===== src/rtl/logic_gate_unit_if.sv =====
// Operand/result bundle for logic_gate_unit.
//   slave  : block side  - takes switches/op/mode/start, drives opnd_a/opnd_b/result/busy/done
//   master : board side  - drives switches/op/mode/start, observes the outputs
// sw_a/sw_b/op/mode/start may be asynchronous to the block clock.
interface logic_gate_unit_if #(
  parameter int unsigned WIDTH = 4
);
  logic [WIDTH-1:0] sw_a;
  logic [WIDTH-1:0] sw_b;
  logic [2:0]       op;
  logic             mode;
  logic             start;
  logic [WIDTH-1:0] opnd_a;
  logic [WIDTH-1:0] opnd_b;
  logic [WIDTH-1:0] result;
  logic             busy;
  logic             done;

  modport slave (
    input  sw_a, sw_b, op, mode, start,
    output opnd_a, opnd_b, result, busy, done
  );

  modport master (
    output sw_a, sw_b, op, mode, start,
    input  opnd_a, opnd_b, result, busy, done
  );
endinterface


===== src/rtl/logic_gate_unit.sv =====
// Bitwise logic gate unit with switch debouncing and an exhaustive operand sweep.
// Ports:
//   clk   - system clock, rising edge
//   rst_n - asynchronous active-low reset
//   bus   - logic_gate_unit_if.slave: sw_a/sw_b/op/mode/start in (async),
//           opnd_a/opnd_b (applied operands), result (registered gate output),
//           busy (sweep running), done (one-cycle sweep-complete pulse) out
// In idle the operands and op follow the debounced switches. A debounced start rising
// edge with mode=1 runs a sweep over every (a,b) pair, each held STEP_CYCLES cycles.
module logic_gate_unit #(
  parameter int unsigned WIDTH       = 4,
  parameter int unsigned DEB_CYCLES  = 16,
  parameter int unsigned STEP_CYCLES = 8
) (
  input logic              clk,
  input logic              rst_n,
  logic_gate_unit_if.slave bus
);

  localparam int unsigned NIN = 2 * WIDTH + 5;
  localparam int unsigned IW  = 2 * WIDTH;
  localparam int unsigned DCW = (DEB_CYCLES > 1) ? $clog2(DEB_CYCLES) : 1;
  localparam int unsigned SCW = (STEP_CYCLES > 1) ? $clog2(STEP_CYCLES) : 1;
  localparam logic [DCW-1:0] DebLast  = DCW'(DEB_CYCLES - 1);
  localparam logic [SCW-1:0] StepLast = SCW'(STEP_CYCLES - 1);
  localparam logic [IW-1:0]  IdxLast  = '1;

  typedef enum logic [1:0] {StIdle, StSweep, StDone} state_e;

  // Input synchronisation and per-bit debounce
  logic [NIN-1:0]          raw_in;
  logic [NIN-1:0]          sync1_q, sync2_q;
  logic [NIN-1:0]          deb_q, deb_d;
  logic [NIN-1:0][DCW-1:0] cnt_q, cnt_d;

  assign raw_in = {bus.start, bus.mode, bus.op, bus.sw_b, bus.sw_a};

  // For a single bit, "synced value changed" while it differs from the debounced value
  // implies it now equals the debounced value, so one compare covers both clear rules.
  always_comb begin
    deb_d = deb_q;
    cnt_d = cnt_q;
    for (int unsigned i = 0; i < NIN; i++) begin
      if (sync2_q[i] == deb_q[i]) begin
        cnt_d[i] = '0;
      end else if (cnt_q[i] == DebLast) begin
        deb_d[i] = sync2_q[i];
        cnt_d[i] = '0;
      end else begin
        cnt_d[i] = cnt_q[i] + 1'b1;
      end
    end
  end

  logic [WIDTH-1:0] deb_a, deb_b;
  logic [2:0]       deb_op;
  logic             deb_mode, deb_start;

  assign deb_a     = deb_q[WIDTH-1:0];
  assign deb_b     = deb_q[2*WIDTH-1:WIDTH];
  assign deb_op    = deb_q[2*WIDTH+2:2*WIDTH];
  assign deb_mode  = deb_q[2*WIDTH+3];
  assign deb_start = deb_q[2*WIDTH+4];

  // Sweep control
  state_e           state_q, state_d;
  logic [IW-1:0]    idx_q, idx_d;
  logic [SCW-1:0]   step_q, step_d;
  logic [2:0]       op_q, op_d;
  logic             start_prev_q;
  logic             start_rise;
  logic [WIDTH-1:0] result_q, result_d;

  assign start_rise = deb_start & ~start_prev_q;

  always_comb begin
    state_d = state_q;
    idx_d   = idx_q;
    step_d  = step_q;
    op_d    = op_q;
    case (state_q)
      StIdle: begin
        if (start_rise && deb_mode) begin
          state_d = StSweep;
          idx_d   = '0;
          step_d  = '0;
          op_d    = deb_op;
        end
      end
      StSweep: begin
        if (!deb_mode) begin
          state_d = StIdle;
        end else if (step_q == StepLast) begin
          step_d = '0;
          if (idx_q == IdxLast) begin
            state_d = StDone;
          end else begin
            idx_d = idx_q + 1'b1;
          end
        end else begin
          step_d = step_q + 1'b1;
        end
      end
      StDone:  state_d = StIdle;
      default: state_d = StIdle;
    endcase
  end

  // Applied operands and op: switches in idle, sweep index/latched op otherwise
  logic [WIDTH-1:0] cur_a, cur_b;
  logic [2:0]       act_op;

  always_comb begin
    if (state_q == StIdle) begin
      cur_a  = deb_a;
      cur_b  = deb_b;
      act_op = deb_op;
    end else begin
      cur_a  = idx_q[IW-1:WIDTH];
      cur_b  = idx_q[WIDTH-1:0];
      act_op = op_q;
    end
  end

  always_comb begin
    case (act_op)
      3'd0: result_d = cur_a & cur_b;
      3'd1: result_d = cur_a | cur_b;
      3'd2: result_d = cur_a ^ cur_b;
      3'd3: result_d = ~(cur_a & cur_b);
      3'd4: result_d = ~(cur_a | cur_b);
      3'd5: result_d = ~(cur_a ^ cur_b);
      3'd6: result_d = ~cur_a;
      3'd7: result_d = cur_a;
    endcase
  end

  always_ff @(posedge clk or negedge rst_n) begin
    if (!rst_n) begin
      sync1_q      <= '0;
      sync2_q      <= '0;
      deb_q        <= '0;
      cnt_q        <= '0;
      state_q      <= StIdle;
      idx_q        <= '0;
      step_q       <= '0;
      op_q         <= '0;
      start_prev_q <= 1'b0;
      result_q     <= '0;
    end else begin
      sync1_q      <= raw_in;
      sync2_q      <= sync1_q;
      deb_q        <= deb_d;
      cnt_q        <= cnt_d;
      state_q      <= state_d;
      idx_q        <= idx_d;
      step_q       <= step_d;
      op_q         <= op_d;
      start_prev_q <= deb_start;
      result_q     <= result_d;
    end
  end

  assign bus.opnd_a = cur_a;
  assign bus.opnd_b = cur_b;
  assign bus.result = result_q;
  assign bus.busy   = (state_q == StSweep);
  assign bus.done   = (state_q == StDone);

endmodule

===== src/flat_wrapper.sv =====
// flat-port wrapper written by rule: the top's interface ports become plain ports
module logic_gate_unit_flat 
#(
  parameter int unsigned WIDTH       = 4,
  parameter int unsigned DEB_CYCLES  = 16,
  parameter int unsigned STEP_CYCLES = 8
)
  (clk, rst_n, bus_sw_a, bus_sw_b, bus_op, bus_mode, bus_start, bus_opnd_a, bus_opnd_b, bus_result, bus_busy, bus_done);
  logic_gate_unit_if #(.WIDTH(WIDTH)) bus_i ();
  input logic clk;
  input logic rst_n;
  input wire logic [$bits(bus_i.sw_a)-1:0] bus_sw_a;
  input wire logic [$bits(bus_i.sw_b)-1:0] bus_sw_b;
  input wire logic [$bits(bus_i.op)-1:0] bus_op;
  input wire logic [$bits(bus_i.mode)-1:0] bus_mode;
  input wire logic [$bits(bus_i.start)-1:0] bus_start;
  output wire logic [$bits(bus_i.opnd_a)-1:0] bus_opnd_a;
  output wire logic [$bits(bus_i.opnd_b)-1:0] bus_opnd_b;
  output wire logic [$bits(bus_i.result)-1:0] bus_result;
  output wire logic [$bits(bus_i.busy)-1:0] bus_busy;
  output wire logic [$bits(bus_i.done)-1:0] bus_done;
  assign bus_i.sw_a = bus_sw_a;
  assign bus_i.sw_b = bus_sw_b;
  assign bus_i.op = bus_op;
  assign bus_i.mode = bus_mode;
  assign bus_i.start = bus_start;
  assign bus_opnd_a = bus_i.opnd_a;
  assign bus_opnd_b = bus_i.opnd_b;
  assign bus_result = bus_i.result;
  assign bus_busy = bus_i.busy;
  assign bus_done = bus_i.done;
  logic_gate_unit #(.WIDTH(WIDTH), .DEB_CYCLES(DEB_CYCLES), .STEP_CYCLES(STEP_CYCLES)) u_core (.clk(clk), .rst_n(rst_n), .bus(bus_i));
endmodule

===== config.mk =====
export PLATFORM = sky130hd
export DESIGN_NAME = logic_gate_unit_flat
export DESIGN_NICKNAME = d
export VERILOG_FILES = /design/src/rtl/logic_gate_unit_if.sv /design/src/rtl/logic_gate_unit.sv /design/src/flat_wrapper.sv
export SDC_FILE = /design/constraint.sdc
export NUM_CORES = 1
export LEC_CHECK = 0
export BUFFER_PORTS_ARGS = -buffer_cell sky130_fd_sc_hd__buf_2
export CORE_MARGIN = 2
export CORE_UTILIZATION = 43
export DETAILED_ROUTE_END_ITERATION = 7
export PLACE_DENSITY = 0.6
export SLEW_MARGIN = 15
export SYNTH_ARGS = -nofsm -noshare
export SYNTH_HDL_FRONTEND = slang
export SYNTH_SLANG_ARGS = --single-unit

===== constraint.sdc =====
create_clock -name clk -period 3 [get_ports clk]
set_input_delay 0 -clock clk [delete_from_list [all_inputs] [get_ports clk]]
set_output_delay 0 -clock clk [all_outputs]
set_load 0.02 [all_outputs]

==> results.sh, run 1 <==
export IMPL_status="complete, no violations"
export IMPL_dieArea_um2=12500
export IMPL_syn_avg_cell_area_um2=11.8
export IMPL_async_reset_ff_frac=1.00
export IMPL_timing_worst_slew_pin_value_ns=0.774
export IMPL_syn_cell_area_um2=4980
export IMPL_critPathCaptureType="register"
export IMPL_post_cts_buffers=0
export IMPL_vias=3345
export IMPL_min_period_over_period=0.760
export IMPL_ys_warn_count=0
export IMPL_layout_drive_gt1_share=0.162
export IMPL_vias_per_cell=5.42
export IMPL_finalMaxSlewViolations=0
export IMPL_synth_distinct_cells=49
export IMPL_io_buffer_count=28
export IMPL_clock_sinks=112
export IMPL_grt_first_pass_wirelength_um=16100
export IMPL_post_cts_resized=0
export IMPL_synth_top_area_cell="dfrtp_1"
export IMPL_worstPathRequired_ns=3.24
export IMPL_grt_pass1_vias=3453
export IMPL_crit_start="u_core.state_q[1]"
export IMPL_whs_ns=0.271
export IMPL_cp_cell_sequence="nor2_4 > buf_4 > mux2_2 > o21a_1 > o32a_1 > mux2_2"
export IMPL_vdd_drop_max_mv=0.531
export IMPL_drc=0
export IMPL_nets=506
export IMPL_p_leak_uw=0.00263
export IMPL_gr_total_overflow=0
export IMPL_critical_path_top_cell_by_count="mux2_2"
export IMPL_drt_total_wl_um=9120
export IMPL_clk_path_buf_depth=2
export IMPL_die_w_um=112
export IMPL_placed_cells=587
export IMPL_grt_antenna_before_repair=0
export IMPL_power_density_nw_per_um2=518
export IMPL_critPathSlowestCell="dfrtp_1"
export IMPL_ant_nets=0
export IMPL_skew_ns=0.00596
export IMPL_first_iter_violations=218
export IMPL_finalCriticalPeriod_ns=2.28
export IMPL_design_portCount=29
export IMPL_die_y_um=112
export IMPL_setup_worst_path_start_class="register"
export IMPL_synth_edff_count=0
export IMPL_final_setup_tns_ns=0
export IMPL_arrival_ns=2.52
export IMPL_numCtsBuffers=9
export IMPL_area_delta_synth_final_pct=15.0
export IMPL_drtPass1Iterations=4
export IMPL_wire_per_inst_um=14.8
export IMPL_clk_insertion_delay_late_ns=0.35
export IMPL_synth_top_area_frac=0.563
export IMPL_maxClockFrequency_ghz=0.438
export IMPL_fillCellCount=978
export IMPL_rows=39
export IMPL_grt_usage=0.159
export IMPL_cap_violations=0
export IMPL_coreArea_um2=11400
export IMPL_layout_common_cells="112 x dfrtp_1, 32 x a21oi_1, 27 x buf_2, 26 x mux2_2, 26 x xnor2_1"
export IMPL_clk_pin_slew_worst_paths_ns=0.07
export IMPL_cts_htree_levels=3
export IMPL_setup_viol=0
export IMPL_hold_viol=0
export IMPL_critPathMaxFanout=13
export IMPL_final_util=0.503
export IMPL_critPathMaxStageDelay_ns=0.46
export IMPL_rr_startpoint="u_core.state_q[1]"
export IMPL_initial_core_util=0.438
export IMPL_synth_seq_cells=112
export IMPL_synth_seq_area_share=0.563
export IMPL_ys_top_cells_by_area="dfrtp_1 56%, mux2_2 5.9%, ha_1 5.5%"
export IMPL_finalNonFillerCells=617
export IMPL_rsz0062_at_grt="no"
export IMPL_clockRootBuffer="clkbuf_16"
export IMPL_gp_congestion=0.914
export IMPL_syn_nets=458
export IMPL_syn_inst=421
export IMPL_grt_max_degree=62
export IMPL_final_common_cell="dfrtp_1"
export IMPL_num_antenna_cells=0
export IMPL_tritoncts="built"
export IMPL_path_class="register to register"
export IMPL_dpl_hpwl_um=6280
export IMPL_slew_headroom=0.484
export IMPL_synth_flop_cell="dfrtp_1"
export IMPL_holdCritPathClass="input pin to async pin"
==> cells by family (layout without fill, tap and decap cells) <==
kind of cell / count (synthesis) / in the layout / synth area share
fa+ha+maj: 22 / 22 / 0.0553
simple gates: 113 / 113 / 0.129
buf+inv: 28 / 81 / 0.0239
compound gates: 85 / 85 / 0.103
flops: 112 / 112 / 0.563
mux: 35 / 35 / 0.0794
xor+xnor: 26 / 26 / 0.0458
==> path summary, 6_finish.rpt <==
path | endpoint | slack (ns) | cells past startpoint
max | u_core.bus.result[3] | 0.72 | 6
min in group clk | u_core.sync1_q[12] | 0.28 | 2
min | u_core.cnt_q[18] | 0.27 | 2
max in group asynchronous | u_core.cnt_q[47] | 1.99 | 3
min reg2reg | u_core.sync2_q[2] | 0.35 | 0
max reg2reg | u_core.bus.result[3] | 0.72 | 6
==> layout make-up <==
cell class	count	area (µm²)	area share
well taps	143	179	0.0313
clock buffers	9	225	0.0394
repair buffers	44	310	0.0542
inverters	21	78.8	0.0138
clock inverters	7	70.1	0.0122
flip-flops and latches	112	2800	0.490
multi-input cells	281	2060	0.359
==> critical path, delay by kind of cell (launching register included) <==
| kind | cells | cell delay [ns] |
|---|---|---|
| muxes | 2 | 0.68 |
| DFF | 1 | 0.46 |
| and+or+nand+nor | 1 | 0.39 |
| AOI/OAI and AO/OA | 2 | 0.36 |
| buffers and inverters | 1 | 0.26 |
==> routing by layer <==
layer	wire length, µm	vias up	GRT usage
met5	0	-	0
met4	120	0	0.0453
met3	351	12	0.0484
met2	4500	54	0.267
met1	4140	1680	0.201
li1	-	1599	-
==> cell usage after synthesis, types with 2 or more instances <==
cell type and number:
nor3_1 2, mux2i_1 8, a31oi_1 6, o22ai_1 2
a21boi_0 2, nor2b_1 16, ha_1 22, buf_2 2
nor2_1 20, o21ai_0 23, a21o_1 2, o2111ai_1 2
nand4b_1 13, nand3_1 22, clkbuf_1 3, nor3b_1 13
nand2b_1 2, o221ai_1 2, xnor2_1 26, mux2_2 26
nand2_1 17, a41oi_1 2, dfrtp_1 112, a21oi_1 32
inv_1 20
==> state kept, by name (all words and copies together) (netlist names) <==
| register | count |
|---|---|
| u_core.start_prev_q | 1 |
| u_core.sync1_q | 13 |
| u_core.op_q | 3 |
| u_core.state_q | 2 |
| u_core.sync2_q | 13 |
| u_core.deb_q | 13 |
| u_core.idx_q | 8 |
| u_core.step_q | 3 |
| u_core.cnt_q | 52 |
| u_core.bus.result | 4 |
==> power breakdown <==
group          switching (µW)  leakage (µW)  internal [µW]  total [µW]
sequential               51.2       0.00147           1570        1620
clock                     540      0.000146            649        1190
combinational            78.6       0.00102           76.1         155
total                     670       0.00263           2290        2960
==> stage by stage <==
stage	worst slack (ns)	instance area [µm²]	power [µW]
final	0.719	5720	2960
after global routing	0.548	5720	3100
after CTS	0.740	5720	3020
after detailed placement	0.747	5290	1790
after global placement	0.835	5290	1780
after floorplan	0.725	4980	1720
==> what timing repair did <==
item | CTS | global route
hold buffers | 14 | 0
endpoints found under the setup margin | 0 | 0
hold endpoints to repair | 73 | 0
Power figures use the tool's default switching activity.
==> inputs of run 2 (changes only) <==
==> constraint.sdc (replaced) <==
create_clock -name clk -period 2.15 [get_ports clk]
set_input_delay 0 -clock clk [delete_from_list [all_inputs] [get_ports clk]]
set_output_delay 0 -clock clk [all_outputs]
set_load 0.02 [all_outputs]
==> run 2 against run 1 <==
Register-to-register slack worse by 0.58 ns. Cell count up 1.6%. Sequential cell count unchanged. Power up 36%. Routed wire length down 2.4%. Sequential share of layout area down 0.77 points. Sequential power up 40%. Clock skew up 0.0030 ns. Worst hold slack worse by 0.16 ns. Critical path depth up 1. Combinational power up 41%. Critical endpoint is now u_core.bus.result[1].
==> results.sh, run 2 (synthesis gave the netlist of run 1 again) <==
export IMPL_clockRootBuffer="clkbuf_16"
export IMPL_die_w_um=112
export IMPL_critPathMaxStageDelay_ns=0.48
export IMPL_rows=39
export IMPL_regArea_um2=2800
export IMPL_dieArea_um2=12500
export IMPL_drtPass1Iterations=4
export IMPL_critPathSlowestCell="dfrtp_2"
export IMPL_io_buffer_count=28
export IMPL_cts_htree_levels=3
export IMPL_place_ws_ns=0.0488
export IMPL_ant_nets=0
export IMPL_grt_usage=0.153
export IMPL_maxClockFrequency_ghz=0.497
export IMPL_top_register="u_core.cnt_q"
export IMPL_p_leak_uw=0.00267
export IMPL_worstPathBufferInverterCount=1
export IMPL_combinationalPowerShare=0.054
export IMPL_min_period_over_period=0.936
export IMPL_layout_common_cells="111 x dfrtp_1, 32 x a21oi_1, 27 x buf_2, 26 x xnor2_1, 25 x mux2_2"
export IMPL_clock_sinks=112
export IMPL_power_density_nw_per_um2=692
export IMPL_vias=3349
export IMPL_status="complete, no violations"
export IMPL_clk_insertion_delay_late_ns=0.35
export IMPL_switching_power_uw=905
export IMPL_grt_first_pass_wirelength_um=15400
export IMPL_die_y_um=112
export IMPL_clk_pin_slew_worst_paths_ns=0.07
export IMPL_arrival_ns=2.26
export IMPL_dpl_hpwl_um=6250
export IMPL_clk_path_buf_depth=2
export IMPL_path_class="register to register"
export IMPL_design_portCount=29
export IMPL_grt_max_degree=48
export IMPL_vias_per_cell=5.34
export IMPL_timing_worst_slew_pin_value_ns=0.584
export IMPL_setup_slack_ns=0.138
export IMPL_holdCritPathClass="input pin to async pin"
export IMPL_numCtsBuffers=9
export IMPL_worstPathRequired_ns=2.40
export IMPL_switching_share=0.225
export IMPL_wire_per_inst_um=14.2
export IMPL_critPathMaxFanout=8
export IMPL_crit_family="multiplexers"
export IMPL_setup_worst_path_start_class="register"
export IMPL_layout_drive_gt1_share=0.190
export IMPL_finalMaxSlewViolations=0
export IMPL_multi_input_area_um2=2080
export IMPL_area_delta_synth_final_pct=16.8
export IMPL_grt_antenna_before_repair=0
export IMPL_largest_reg_flops=52
export IMPL_cap_violations=0
export IMPL_gr_total_overflow=0
export IMPL_finalCriticalPeriod_ns=2.01
export IMPL_power_internal_uw=3120
export IMPL_num_antenna_cells=0
export IMPL_nets=516
export IMPL_grt_pass1_vias=3376
export IMPL_coreArea_um2=11400
export IMPL_initial_core_util=0.438
export IMPL_p_clk_frac=0.384
export IMPL_first_iter_violations=189
export IMPL_cp_cell_sequence="nor2_2 > mux2_4 > inv_2 > ha_4 > mux2_2 > a211o_1 > o221ai_1"
export IMPL_fillCellCount=1027
export IMPL_final_setup_tns_ns=0
export IMPL_tritoncts="built"
export IMPL_slew_headroom=0.608
export IMPL_p_seq_frac=0.562
export IMPL_drt_total_wl_um=8900
export IMPL_skew_ns=0.00899
export IMPL_setup_viol=0
export IMPL_hold_viol=0
export IMPL_gp_congestion=0.863
export IMPL_drc=0
export IMPL_rsz0062_at_grt="no"
export IMPL_vdd_drop_max_mv=0.502
export IMPL_critPathCaptureType="register"
export IMPL_final_common_cell="dfrtp_1"
==> run 2: layer usage <==
| layer | vias up | track usage | part of all wire |
|---|---|---|---|
| li1 | 1618 | - | - |
| met1 | 1641 | 0.189 | 0.46 |
| met2 | 73 | 0.249 | 0.48 |
| met3 | 17 | 0.0463 | 0.045 |
| met4 | 0 | 0.0675 | 0.022 |
| met5 | - | 0 | 0 |
==> run 2: worst paths after layout <==
path / start / to / slack [ns] / cells after the start
min: rst_n / u_core.cnt_q[17] / 0.11 / 2
max reg2reg: u_core.state_q[0] / u_core.bus.result[1] / 0.14 / 7
max in group asynchronous: rst_n / u_core.idx_q[2] / 1.49 / 3
min in group clk: bus_sw_b[3] / u_core.sync1_q[7] / 0.29 / 2
max: u_core.state_q[0] / u_core.bus.result[1] / 0.14 / 7
min reg2reg: u_core.sync1_q[11] / u_core.sync2_q[11] / 0.35 / 0
==> run 2: final cells by class <==
| type | instances | area share |
|---|---|---|
| Sequential cell | 112 | 0.482 |
| Multi-Input combinational cell | 282 | 0.358 |
| Timing Repair Buffer | 53 | 0.0671 |
| Clock buffer | 10 | 0.0411 |
| Tap cell | 143 | 0.0308 |
| Inverter | 21 | 0.0136 |
| Clock inverter | 6 | 0.00731 |
==> run 2: repair_timing <==
item / in CTS / in global routing
setup endpoints to repair: 0 / 2
setup buffers: 0 / 2
gates resized for setup: 0 / 0
hold buffers: 14 / 0
hold endpoints to repair: 125 / 0
==> run 2: power by group through the flow <==
stage | registers, µW | clock network, µW | logic, µW
CTS | 2260 | 1610 | 227
floorplan | 2290 | 0 | 120
finish | 2260 | 1540 | 219
global route | 2270 | 1700 | 256
global placement | 2300 | 0 | 199
detailed placement | 2300 | 0 | 206
==> run 2: stage by stage <==
step	cell area, µm²	hold WS [ns]	utilization	cells	power, µW
floorplan	5000	-0.296	-	421	2410
global placement	5370	-0.0601	0.473	594	2490
detailed placement	5370	-0.0614	0.473	594	2510
CTS	5790	0.105	0.510	624	4100
global route	5820	0.119	0.512	627	4230
finish	5820	0.106	0.512	627	4020
==> inputs of run 3 (changes only) <==
--- a/config.mk
+++ b/config.mk
@@ -6,10 +6,12 @@
 export NUM_CORES = 1
 export LEC_CHECK = 0
 export BUFFER_PORTS_ARGS = -buffer_cell sky130_fd_sc_hd__buf_2
+export CELL_PAD_IN_SITES_DETAIL_PLACEMENT = 1
+export CELL_PAD_IN_SITES_GLOBAL_PLACEMENT = 1
 export CORE_MARGIN = 2
 export CORE_UTILIZATION = 43
 export DETAILED_ROUTE_END_ITERATION = 7
-export PLACE_DENSITY = 0.6
+export PLACE_DENSITY = 0.71
 export SLEW_MARGIN = 15
 export SYNTH_ARGS = -nofsm -noshare
 export SYNTH_HDL_FRONTEND = slang
==> constraint.sdc (replaced) <==
create_clock -name clk -period 2.4 [get_ports clk]
set_input_delay 0 -clock clk [delete_from_list [all_inputs] [get_ports clk]]
set_output_delay 0 -clock clk [all_outputs]
set_load 0.02 [all_outputs]
==> run 3 against run 2 <==
Sequential share of layout area up 0.62 points. Clock power down 9%. Fmax down 8.7%. Largest cell class unchanged.
==> results.sh, run 3 (synthesis gave the netlist of run 1 again) <==
export IMPL_largest_reg_flops=52
export IMPL_vias=3402
export IMPL_cts_htree_levels=3
export IMPL_p_leak_uw=0.00264
export IMPL_final_setup_tns_ns=0
export IMPL_slew_headroom=0.662
export IMPL_timing_worst_slew_pin_value_ns=0.493
export IMPL_critPathSlowestCell="dfrtp_1"
export IMPL_gp_congestion=0.813
export IMPL_coreArea_um2=11400
export IMPL_met2_usage=0.311
export IMPL_ant_nets=0
export IMPL_finalCriticalPeriod_ns=2.20
export IMPL_top_register="u_core.cnt_q"
export IMPL_fin_area_um2=5740
export IMPL_setup_viol=0
export IMPL_clk_insertion_delay_late_ns=0.35
export IMPL_worstPathBufferInverterCount=1
export IMPL_critPathMaxFanout=18
export IMPL_drtPass1Iterations=4
export IMPL_first_iter_violations=108
export IMPL_numCtsBuffers=9
export IMPL_finalMaxSlewViolations=0
export IMPL_worstPathRequired_ns=2.64
export IMPL_status="complete, no violations"
export IMPL_drt_total_wl_um=10400
export IMPL_gr_usage_met3=0.0512
export IMPL_min_period_over_period=0.918
export IMPL_vias_per_cell=5.47
export IMPL_grt_first_pass_wirelength_um=18000
export IMPL_dieArea_um2=12500
export IMPL_clock_sinks=112
export IMPL_cap_violations=0
export IMPL_maxClockFrequency_ghz=0.454
export IMPL_final_common_cell="dfrtp_1"
export IMPL_clockRootBuffer="clkbuf_16"
export IMPL_die_y_um=112
export IMPL_setup_worst_path_start_class="register"
export IMPL_holdCritPathClass="input pin to async pin"
export IMPL_tritoncts="built"
export IMPL_cp_cell_sequence="nor2_4 > buf_4 > mux2_2 > o21a_1 > o32a_1 > mux2_2"
export IMPL_skew_ns=0.00472
export IMPL_gr_total_overflow=0
export IMPL_arrival_ns=2.44
export IMPL_rows=39
export IMPL_power_density_nw_per_um2=632
export IMPL_grt_antenna_before_repair=0
export IMPL_post_cts_resized=0
export IMPL_path_class="register to register"
export IMPL_rsz0062_at_grt="no"
export IMPL_grt_usage=0.181
export IMPL_use_met1=0.217
export IMPL_grt_max_degree=50
export IMPL_critical_path_top_cell_by_count="mux2_2"
export IMPL_rrSetupSlack_ns=0.20
export IMPL_critPathCaptureType="register"
export IMPL_design_portCount=29
export IMPL_dpl_hpwl_um=7410
export IMPL_layout_drive_gt1_share=0.167
export IMPL_whs_ns=0.107
export IMPL_top_usage_layer="met2"
export IMPL_placed_cell_area_um2=5320
export IMPL_clk_path_buf_depth=2
export IMPL_rr_startpoint="u_core.state_q[1]"
export IMPL_crit_family="multiplexers"
export IMPL_grt_pass1_vias=3763
export IMPL_crit_start="u_core.state_q[1]"
export IMPL_layout_common_cells="112 x dfrtp_1, 32 x a21oi_1, 27 x buf_2, 26 x mux2_2, 26 x xnor2_1"
export IMPL_num_antenna_cells=0
export IMPL_wire_per_inst_um=16.6
export IMPL_critPathMaxStageDelay_ns=0.45
export IMPL_vdd_drop_max_mv=0.441
export IMPL_nets=511
export IMPL_clk_pin_slew_worst_paths_ns=0.07
export IMPL_hold_viol=0
export IMPL_io_buffer_count=28
export IMPL_initial_core_util=0.438
export IMPL_drc=0
export IMPL_area_delta_synth_final_pct=15.3
export IMPL_die_w_um=112
==> run 3: changes by cell type in the layout (fill, tap and decap cells not counted), sizes merged <==
cell / change
clkbuf: +2
buf: -4
nor2: -1
clkinv: -2
==> run 3: worst paths after layout <==
check                                             to  depth (start not counted)
worst max-delay path            u_core.bus.result[3]                          6
worst max register to register  u_core.bus.result[3]                          6
min in group clk                  u_core.sync1_q[10]                          2
worst min-delay path                u_core.cnt_q[17]                          2
worst min register to register     u_core.sync2_q[7]                          0
max in group asynchronous           u_core.cnt_q[46]                          3
==> run 3: power breakdown <==
| group | internal [µW] | switching [µW] |
|---|---|---|
| clock network | 735 | 661 |
| registers | 1960 | 65.6 |
| logic | 98.1 | 103 |
==> run 3: worst reg2reg max path: stages, from the launching register on <==
cell,delay [ns]
dfrtp_1,0.45
nor2_4,0.24
buf_4,0.29
mux2_2,0.44
o21a_1,0.20
o32a_1,0.18
mux2_2,0.28
==> run 3: final cells by class <==
class	count	area, µm²
clock buffer	12	246
clock inverter	4	28.8
fill	1200	5630
inverter	21	78.8
multi-input combinational	281	2060
sequential	112	2800
tap	143	179
timing repair buffer	49	348
==> run 3: through the flow <==
stage	worst slack (ns)	util	total power, µW	instances
after floorplan	0.125	-	2150	421
after global placement	0.316	0.468	2230	592
after detailed placement	0.205	0.468	2250	592
after CTS	0.174	0.505	3700	622
after global routing	0.0380	0.505	3800	622
final	0.197	0.505	3630	622
==> run 3: what timing repair did <==
item | in CTS | in global routing
setup endpoints to repair | 0 | 0
buffers inserted | 0 | 0
hold buffers | 14 | 0
endpoints found under the hold margin | 99 | 0
==> run 3: routing by layer <==
layer,up-vias,routed length [µm]
met5,-,0
met3,21,332
met2,46,5300
li1,1608,-
met4,0,209
met1,1727,4510
